$ cat src/rtl/bp_me_lce_latency_monitor.sv
// Multi-channel LCE request-latency monitor.
// Each channel timestamps accepted requests into a small in-order queue,
// retires the oldest entry on a completion pulse and keeps count, min, max,
// saturating sum and last latency. Stuck requests and queue misuse raise
// sticky flags. Statistics are read back through a combinational mux.
//
// Ports:
//   clk_i, reset_i       clock, asynchronous active-low reset
//   req_v_i              per-channel request valid
//   req_ready_and_i      per-channel request ready (push on v & ready)
//   complete_i           per-channel completion pulse (pops oldest entry)
//   clear_i              synchronous clear of statistics and sticky flags
//   stat_ch_i            channel selected for readout
//   stat_sel_i           0 count, 1 min, 2 max, 3 sum, 4 occupancy,
//                        5 last, 6 age of oldest, 7 zero
//   stat_o               selected statistic, zero-extended
//   timeout_o            sticky: oldest request reached timeout_p cycles
//   overflow_o           sticky: push attempted while queue full
//   underflow_o          sticky: completion while queue empty
//
// Optional build macro BP_ME_LATMON_TRACE_EN adds simulation-only per-channel
// trace output; functional behaviour is unchanged.
module bp_me_lce_latency_monitor #(
  parameter int unsigned num_ch_p          = 2,
  parameter int unsigned max_outstanding_p = 4,
  parameter int unsigned cnt_width_p       = 32,
  parameter int unsigned sum_width_p       = 48,
  parameter int unsigned timeout_p         = 1024,
  localparam int unsigned ch_width_lp      = (num_ch_p > 1) ? $clog2(num_ch_p) : 1
) (
  input  logic                   clk_i,
  input  logic                   reset_i,
  input  logic [num_ch_p-1:0]    req_v_i,
  input  logic [num_ch_p-1:0]    req_ready_and_i,
  input  logic [num_ch_p-1:0]    complete_i,
  input  logic                   clear_i,
  input  logic [ch_width_lp-1:0] stat_ch_i,
  input  logic [2:0]             stat_sel_i,
  output logic [sum_width_p-1:0] stat_o,
  output logic [num_ch_p-1:0]    timeout_o,
  output logic [num_ch_p-1:0]    overflow_o,
  output logic [num_ch_p-1:0]    underflow_o
);

  localparam int unsigned ptr_width_lp     = $clog2(max_outstanding_p);
  localparam int unsigned occ_width_lp     = ptr_width_lp + 1;
  localparam int unsigned sum_ext_width_lp = sum_width_p + 1;

  logic [cnt_width_p-1:0]  now_r;
  logic [cnt_width_p-1:0]  ts_mem [num_ch_p][max_outstanding_p];
  logic [ptr_width_lp-1:0] head_r [num_ch_p];
  logic [ptr_width_lp-1:0] tail_r [num_ch_p];
  logic [occ_width_lp-1:0] occ_r  [num_ch_p];
  logic [occ_width_lp-1:0] occ_n  [num_ch_p];

  logic [cnt_width_p-1:0]  cnt_r  [num_ch_p], cnt_n  [num_ch_p], cnt_b [num_ch_p];
  logic [cnt_width_p-1:0]  min_r  [num_ch_p], min_n  [num_ch_p], min_b [num_ch_p];
  logic [cnt_width_p-1:0]  max_r  [num_ch_p], max_n  [num_ch_p], max_b [num_ch_p];
  logic [cnt_width_p-1:0]  last_r [num_ch_p], last_n [num_ch_p];
  logic [sum_width_p-1:0]  sum_r  [num_ch_p], sum_n  [num_ch_p], sum_b [num_ch_p];
  logic [sum_ext_width_lp-1:0] sum_ext [num_ch_p];
  logic [cnt_width_p-1:0]  age    [num_ch_p];

  logic [num_ch_p-1:0] empty, full, push_hs, push, pop;
  logic [num_ch_p-1:0] timeout_n, overflow_n, underflow_n;

  // Queue control and statistics next-state; a clear in the same cycle
  // replaces the stored stats with reset values before any update.
  always_comb begin
    empty       = '0;
    full        = '0;
    push_hs     = '0;
    push        = '0;
    pop         = '0;
    timeout_n   = '0;
    overflow_n  = '0;
    underflow_n = '0;
    for (int c = 0; c < num_ch_p; c++) begin
      age[c]     = now_r - ts_mem[c][head_r[c]];
      empty[c]   = (occ_r[c] == '0);
      full[c]    = (occ_r[c] == occ_width_lp'(max_outstanding_p));
      pop[c]     = complete_i[c] & ~empty[c];
      push_hs[c] = req_v_i[c] & req_ready_and_i[c];
      push[c]    = push_hs[c] & (~full[c] | pop[c]);

      case ({push[c], pop[c]})
        2'b10:   occ_n[c] = occ_r[c] + 1'b1;
        2'b01:   occ_n[c] = occ_r[c] - 1'b1;
        default: occ_n[c] = occ_r[c];
      endcase

      cnt_b[c] = clear_i ? '0 : cnt_r[c];
      min_b[c] = clear_i ? '1 : min_r[c];
      max_b[c] = clear_i ? '0 : max_r[c];
      sum_b[c] = clear_i ? '0 : sum_r[c];

      cnt_n[c]   = cnt_b[c];
      min_n[c]   = min_b[c];
      max_n[c]   = max_b[c];
      sum_n[c]   = sum_b[c];
      last_n[c]  = clear_i ? '0 : last_r[c];
      sum_ext[c] = {1'b0, sum_b[c]} + sum_ext_width_lp'(age[c]);
      if (pop[c]) begin
        cnt_n[c]  = (cnt_b[c] == '1) ? cnt_b[c] : cnt_b[c] + 1'b1;
        sum_n[c]  = sum_ext[c][sum_width_p] ? '1 : sum_ext[c][sum_width_p-1:0];
        min_n[c]  = (age[c] < min_b[c]) ? age[c] : min_b[c];
        max_n[c]  = (age[c] > max_b[c]) ? age[c] : max_b[c];
        last_n[c] = age[c];
      end

      timeout_n[c]   = (~clear_i & timeout_o[c])
                     | (~empty[c] & (age[c] >= cnt_width_p'(timeout_p)));
      overflow_n[c]  = (~clear_i & overflow_o[c]) | (push_hs[c] & full[c] & ~pop[c]);
      underflow_n[c] = (~clear_i & underflow_o[c]) | (complete_i[c] & empty[c]);
    end
  end

  // State registers: timestamp counter, queues, statistics and flags.
  always_ff @(posedge clk_i or negedge reset_i) begin
    if (!reset_i) begin
      now_r       <= '0;
      timeout_o   <= '0;
      overflow_o  <= '0;
      underflow_o <= '0;
      for (int c = 0; c < num_ch_p; c++) begin
        head_r[c] <= '0;
        tail_r[c] <= '0;
        occ_r[c]  <= '0;
        cnt_r[c]  <= '0;
        min_r[c]  <= '1;
        max_r[c]  <= '0;
        sum_r[c]  <= '0;
        last_r[c] <= '0;
        for (int i = 0; i < max_outstanding_p; i++) ts_mem[c][i] <= '0;
      end
    end else begin
      now_r       <= now_r + 1'b1;
      timeout_o   <= timeout_n;
      overflow_o  <= overflow_n;
      underflow_o <= underflow_n;
      for (int c = 0; c < num_ch_p; c++) begin
        if (push[c]) begin
          ts_mem[c][tail_r[c]] <= now_r;
          tail_r[c]            <= tail_r[c] + 1'b1;
        end
        if (pop[c]) head_r[c] <= head_r[c] + 1'b1;
        occ_r[c]  <= occ_n[c];
        cnt_r[c]  <= cnt_n[c];
        min_r[c]  <= min_n[c];
        max_r[c]  <= max_n[c];
        sum_r[c]  <= sum_n[c];
        last_r[c] <= last_n[c];
      end
    end
  end

  // Readout mux; out-of-range channels read zero.
  always_comb begin
    stat_o = '0;
    if (32'(stat_ch_i) < num_ch_p) begin
      case (stat_sel_i)
        3'd0: stat_o = sum_width_p'(cnt_r[stat_ch_i]);
        3'd1: stat_o = sum_width_p'(min_r[stat_ch_i]);
        3'd2: stat_o = sum_width_p'(max_r[stat_ch_i]);
        3'd3: stat_o = sum_r[stat_ch_i];
        3'd4: stat_o = sum_width_p'(occ_r[stat_ch_i]);
        3'd5: stat_o = sum_width_p'(last_r[stat_ch_i]);
        3'd6: stat_o = empty[stat_ch_i] ? '0 : sum_width_p'(age[stat_ch_i]);
        default: stat_o = '0;
      endcase
    end
  end

`ifdef BP_ME_LATMON_TRACE_EN
  // Simulation-only event trace, tagged per channel.
  always @(posedge clk_i) begin
    if (reset_i) begin
      for (int c = 0; c < num_ch_p; c++) begin
        if (pop[c])
          $display("[%0t] CH%0d lat=%0d occ=%0d", $time, c, age[c], occ_n[c]);
        if (timeout_n[c] & ~timeout_o[c])     $display("[%0t] CH%0d TIMEOUT", $time, c);
        if (overflow_n[c] & ~overflow_o[c])   $display("[%0t] CH%0d OVERFLOW", $time, c);
        if (underflow_n[c] & ~underflow_o[c]) $display("[%0t] CH%0d UNDERFLOW", $time, c);
      end
    end
  end
`else
  // Trace disabled: no trace output in this build.
`endif

endmodule

$ cat config.mk
export PLATFORM = sky130hd
export DESIGN_NAME = bp_me_lce_latency_monitor
export DESIGN_NICKNAME = d
export VERILOG_FILES = /design/src/rtl/bp_me_lce_latency_monitor.sv
export SDC_FILE = /design/constraint.sdc
export NUM_CORES = 2
export LEC_CHECK = 0
export CAP_MARGIN = 20
export CELL_PAD_IN_SITES_DETAIL_PLACEMENT = 0
export CELL_PAD_IN_SITES_GLOBAL_PLACEMENT = 2
export CORE_AREA = 10 10 329 331
export CTS_BUF_LIST = sky130_fd_sc_hd__clkbuf_16
export CTS_CLUSTER_DIAMETER = 80
export CTS_CLUSTER_SIZE = 12
export DETAILED_ROUTE_END_ITERATION = 8
export DIE_AREA = 0 0 339 341
export PLACE_DENSITY = 0.78
export SETUP_SLACK_MARGIN = 0.5
export SLEW_MARGIN = 20
export SYNTH_ARGS = -nofsm -noshare
export SYNTH_HDL_FRONTEND = slang
export SYNTH_SLANG_ARGS = --single-unit
$ cat constraint.sdc
create_clock -name clk_i -period 8 [get_ports clk_i]
set_input_delay 1.2 -clock clk_i [delete_from_list [all_inputs] [get_ports clk_i]]
set_output_delay 1.2 -clock clk_i [all_outputs]
set_load 0.1 [all_outputs]
==> flow_metrics.tcl <==
set metrics [dict create \
    clk_pin_slew_ns 0.06 \
    num_io_pins 67 \
    max-vdd-ir-drop_mv 0.222 \
    path_class "register to output port" \
    worstPathMaxFanout 10 \
    clk_latency_ns 0.68 \
    ctsHoldBuffers 0 \
    routedWlPerCell_um 25.4 \
    final.min_clock_period_ns 7.17 \
    dp_hpwl_um 105000 \
    numCtsBuffers 68 \
    synth.avg_cell_area_um2 9.92 \
    r2r-end "sum_r[31]" \
    min_period_over_period 0.897 \
    slew_violations 0 \
    finalSetupTns_ns 0 \
    cts_tree "yes" \
    critPathRequiredTime_ns 6.80 \
    finalNetCount 4516 \
    syn_area_mm2 0.0423 \
    cp-startpoint "head_r[0]" \
    tightestPinTransition_ns 1.11 \
    ys_types 101 \
    syn_inst 4263 \
    setup_viol 0 \
    gp_congestion 0.893 \
    yosys_warnings 0 \
    die_w_um 339 \
    r2r_start "head_r[0]" \
    finalHoldViolations 0 \
    cts.sinks 660 \
    h-tree-depth 3 \
    critical_path.max_stage_delay_ns 0.59 \
    p_leak_nw 21.7 \
    status "complete, no violations" \
    grt_pass1_wl_um 218000 \
    skew_ns 0.0347 \
    fp-row-count 117 \
    critPathTopFamily "compound AO/OA/AOI/OAI gates" \
    gr-usage-all-layers 0.245 \
    core_mm2 0.101 \
    rsz0062_at_grt "true" \
    cp.arrival_ns 5.97 \
    drive_gt1_frac 0.167 \
    syn-num-nets 4515 \
    path_depth 20 \
    synth-seq-cells 660 \
    cp_num_buf_inv 4 \
    synthToLayoutAreaGrowth_pct 10.8 \
    postRouteAntennaNets 0 \
    startpoint_type "register" \
    multiInputGateArea_mm2 0.0242 \
    wl_um 144000 \
    grt_start_max_net_pins 172 \
    worstPathCellList "mux4_2, ha_1, fa_1, nor2b_1, o31a_1, o21ai_0, a2111oi_0, buf_4, o2111ai_1, a21boi_0, o21ai_0, a21oi_1, o21ai_0, nand2b_1, xnor2_2, inv_1, buf_4, mux2i_1, o21ai_1, buf_12" \
    clockBufferDepth 3 \
    root_buffer "clkbuf_16" \
    antenna_found_initial 1 \
    fillCellCount 9822 \
    antenna_cells 0 \
    powerDensity_mw_per_mm2 458 \
    floorplan.initialDensity 0.417 \
    drtPass1Iterations 6 \
    stdcell_count 5670 \
    viasPerCell 5.85 \
    die_y_um 341 \
    end_kind "output port" \
    grt_pass1_vias 32873 \
    ys_seq_area_frac 0.392 \
    postCtsSetupRepairBufs 0 \
    placed_cells 5562 \
    max_cap_violations 0 \
    r2r_cells 22 \
    synth_edf_count 0 \
    port_buffers 66 \
    slew_headroom 0.251 \
    drt_iter0_drc 2651 \
    seq_area_mm2 0.0166 \
    dieArea_mm2 0.116 \
    async_flop_share 1.00 \
    r2r_slack_ns 0.87 \
    crit_top_cell "o21ai_0" \
    synth-main-ff-cell "dfrtp_1" \
    cp_slowest_cell "mux4_2" \
    endpoint "stat_o[30]" \
    hold_path_class "register to register" \
    via_count 33171 \
    overflow 0 \
    hold_slack_ns 0.481 \
    max_freq_mhz 139 \
    post-route-drc-count 0 \
]
synthesized netlist by cell type, types with 15 or more instances:
| cell | instances | share of area |
|---|---|---|
| dfrtp_1 | 596 | 0.35 |
| nor2_1 | 323 | 0.029 |
| nand2_1 | 317 | 0.028 |
| mux2_2 | 265 | 0.071 |
| ha_1 | 233 | 0.069 |
| mux2i_1 | 233 | 0.055 |
| o21ai_0 | 233 | 0.028 |
| a21oi_1 | 191 | 0.023 |
| clkbuf_1 | 189 | 0.017 |
| inv_1 | 169 | 0.015 |
| xnor2_1 | 159 | 0.033 |
| nand3_1 | 153 | 0.018 |
| nor2b_1 | 109 | 0.016 |
| xor2_1 | 87 | 0.018 |
| a21o_1 | 79 | 0.014 |
| mux4_2 | 67 | 0.036 |
| nand4_1 | 65 | 0.0096 |
| dfstp_2 | 64 | 0.040 |
| nor3_1 | 50 | 0.0059 |
| a31oi_1 | 48 | 0.0071 |
| o21a_1 | 45 | 0.0080 |
| a211oi_1 | 38 | 0.0067 |
| buf_1 | 38 | 0.0034 |
| and3_1 | 33 | 0.0049 |
| a221oi_1 | 31 | 0.0064 |
| o22a_1 | 29 | 0.0060 |
| nand2b_1 | 28 | 0.0041 |
| o22ai_1 | 27 | 0.0040 |
| o21ai_1 | 23 | 0.0027 |
| or3_1 | 20 | 0.0030 |
| a22oi_1 | 18 | 0.0032 |
| o211ai_1 | 17 | 0.0030 |
| a211o_1 | 15 | 0.0031 |
| and2_1 | 15 | 0.0022 |
| buf_2 | 15 | 0.0018 |
| o221ai_1 | 15 | 0.0031 |
what timing repair did:
| action | 4_1_cts | 5_1_grt |
|---|---|---|
| cloned | 0 | 0 |
| pin swaps | 0 | 0 |
| resized for setup | 3 | 18 |
| endpoints found under the setup margin | 2 | 105 |
placed cells by master (no fill, tap or decap), types with 12 or more instances in the layout:
master	n
o21ai_0	232
nand2_1	307
o211ai_1	17
a211oi_1	37
xnor2_1	157
nor2b_1	108
nand4_1	65
clkdlybuf4s50_1	33
inv_1	189
a22oi_1	18
mux4_2	67
o21a_1	45
o22a_1	29
buf_4	127
clkbuf_16	68
dfrtp_1	593
dfstp_2	64
o21bai_1	12
or3_1	20
nor3_1	49
a221oi_1	31
nor2_1	323
nand3_1	153
mux2_2	265
mux2i_1	233
o22ai_1	27
a21oi_1	188
ha_1	233
o221ai_1	15
nand2b_1	27
and3_1	33
xor2_1	83
a31oi_1	48
and2_1	15
o21ai_1	23
buf_12	15
a21o_1	79
a211o_1	15
final cells by class:
| type | instances | share of cell area |
|---|---|---|
| multi-input cells | 3168 | 0.516 |
| inverters | 182 | 0.0147 |
| clock buffers | 68 | 0.0363 |
| flip-flops and latches | 660 | 0.355 |
| clock inverters | 40 | 0.00652 |
| repair buffers | 184 | 0.0357 |
| well taps | 1368 | 0.0365 |
per-layer routing:
layer	part of all wire	up-vias	GRT usage
li1	-	15343	-
met1	0.48	16732	0.359
met2	0.44	915	0.371
met3	0.058	181	0.0348
met4	0.026	0	0.0708
met5	0	-	0
power by group:
part	switching [mW]	leakage (nW)	internal [mW]
combinational	8.43	12.0	5.20
clock	1.50	1.05	1.57
sequential	0.561	8.66	4.20
total	10.5	21.7	11.0
sequential cells by signal (all words and copies together), names as in the netlist:
name / count
occ_r: 6
tail_r: 4
overflow_o: 2
last_r: 64
sum_r: 96
now_r: 32
max_r: 64
underflow_o: 2
cnt_r: 64
ts_mem: 256
head_r: 4
timeout_o: 2
min_r: 64
how the worst min path moves through the flow:
stage | cells after the start | endpoint | slack, ns | from
after floorplan | 2 | ts_mem[160] | 0.44 | ts_mem[160]
after global placement | 2 | ts_mem[161] | 0.46 | ts_mem[161]
after detailed placement | 2 | ts_mem[33] | 0.47 | ts_mem[33]
after CTS | 2 | ts_mem[33] | 0.48 | ts_mem[33]
after global routing | 2 | ts_mem[193] | 0.50 | ts_mem[193]
final | 2 | ts_mem[224] | 0.48 | ts_mem[224]
worst reg2reg max path, cell delays in order (launching register included):
cell,delay [ns]
dfrtp_2,0.58
mux4_2,0.55
inv_1,0.07
ha_1,0.32
a21o_1,0.27
a311o_1,0.40
a211oi_2,0.45
nand2_1,0.26
a21oi_1,0.25
xor2_1,0.23
buf_4,0.21
inv_1,0.15
ha_1,0.40
nand3_1,0.16
o41ai_1,0.34
nor3_1,0.13
maj3_1,0.42
a21o_1,0.32
o211ai_1,0.55
a31oi_1,0.31
o2111a_1,0.32
nor3_1,0.23
a2bb2oi_1,0.09
cell families after synthesis:
family | Yosys count | synth area share
and+or+nand+nor | 1171 | 0.132
AOI/OAI and AO/OA | 922 | 0.143
DFF | 660 | 0.392
muxes | 569 | 0.162
buffers and inverters | 435 | 0.0403
xor gates and xnor gates | 256 | 0.0555
adders and majority gates | 250 | 0.0744
through the flow:
step	util	instance area [um^2]	setup slack [ns]	total power [mW]
2_1_floorplan	-	42300	0.675	13.7
3_3_place_gp	0.441	44700	0.641	18.1
3_5_place_dp	0.441	44700	0.648	18.2
4_1_cts	0.461	46700	0.500	21.4
5_1_grt	0.462	46800	0.446	23.0
6_report	0.462	46800	0.825	21.5
Power figures use the tool's default switching activity.
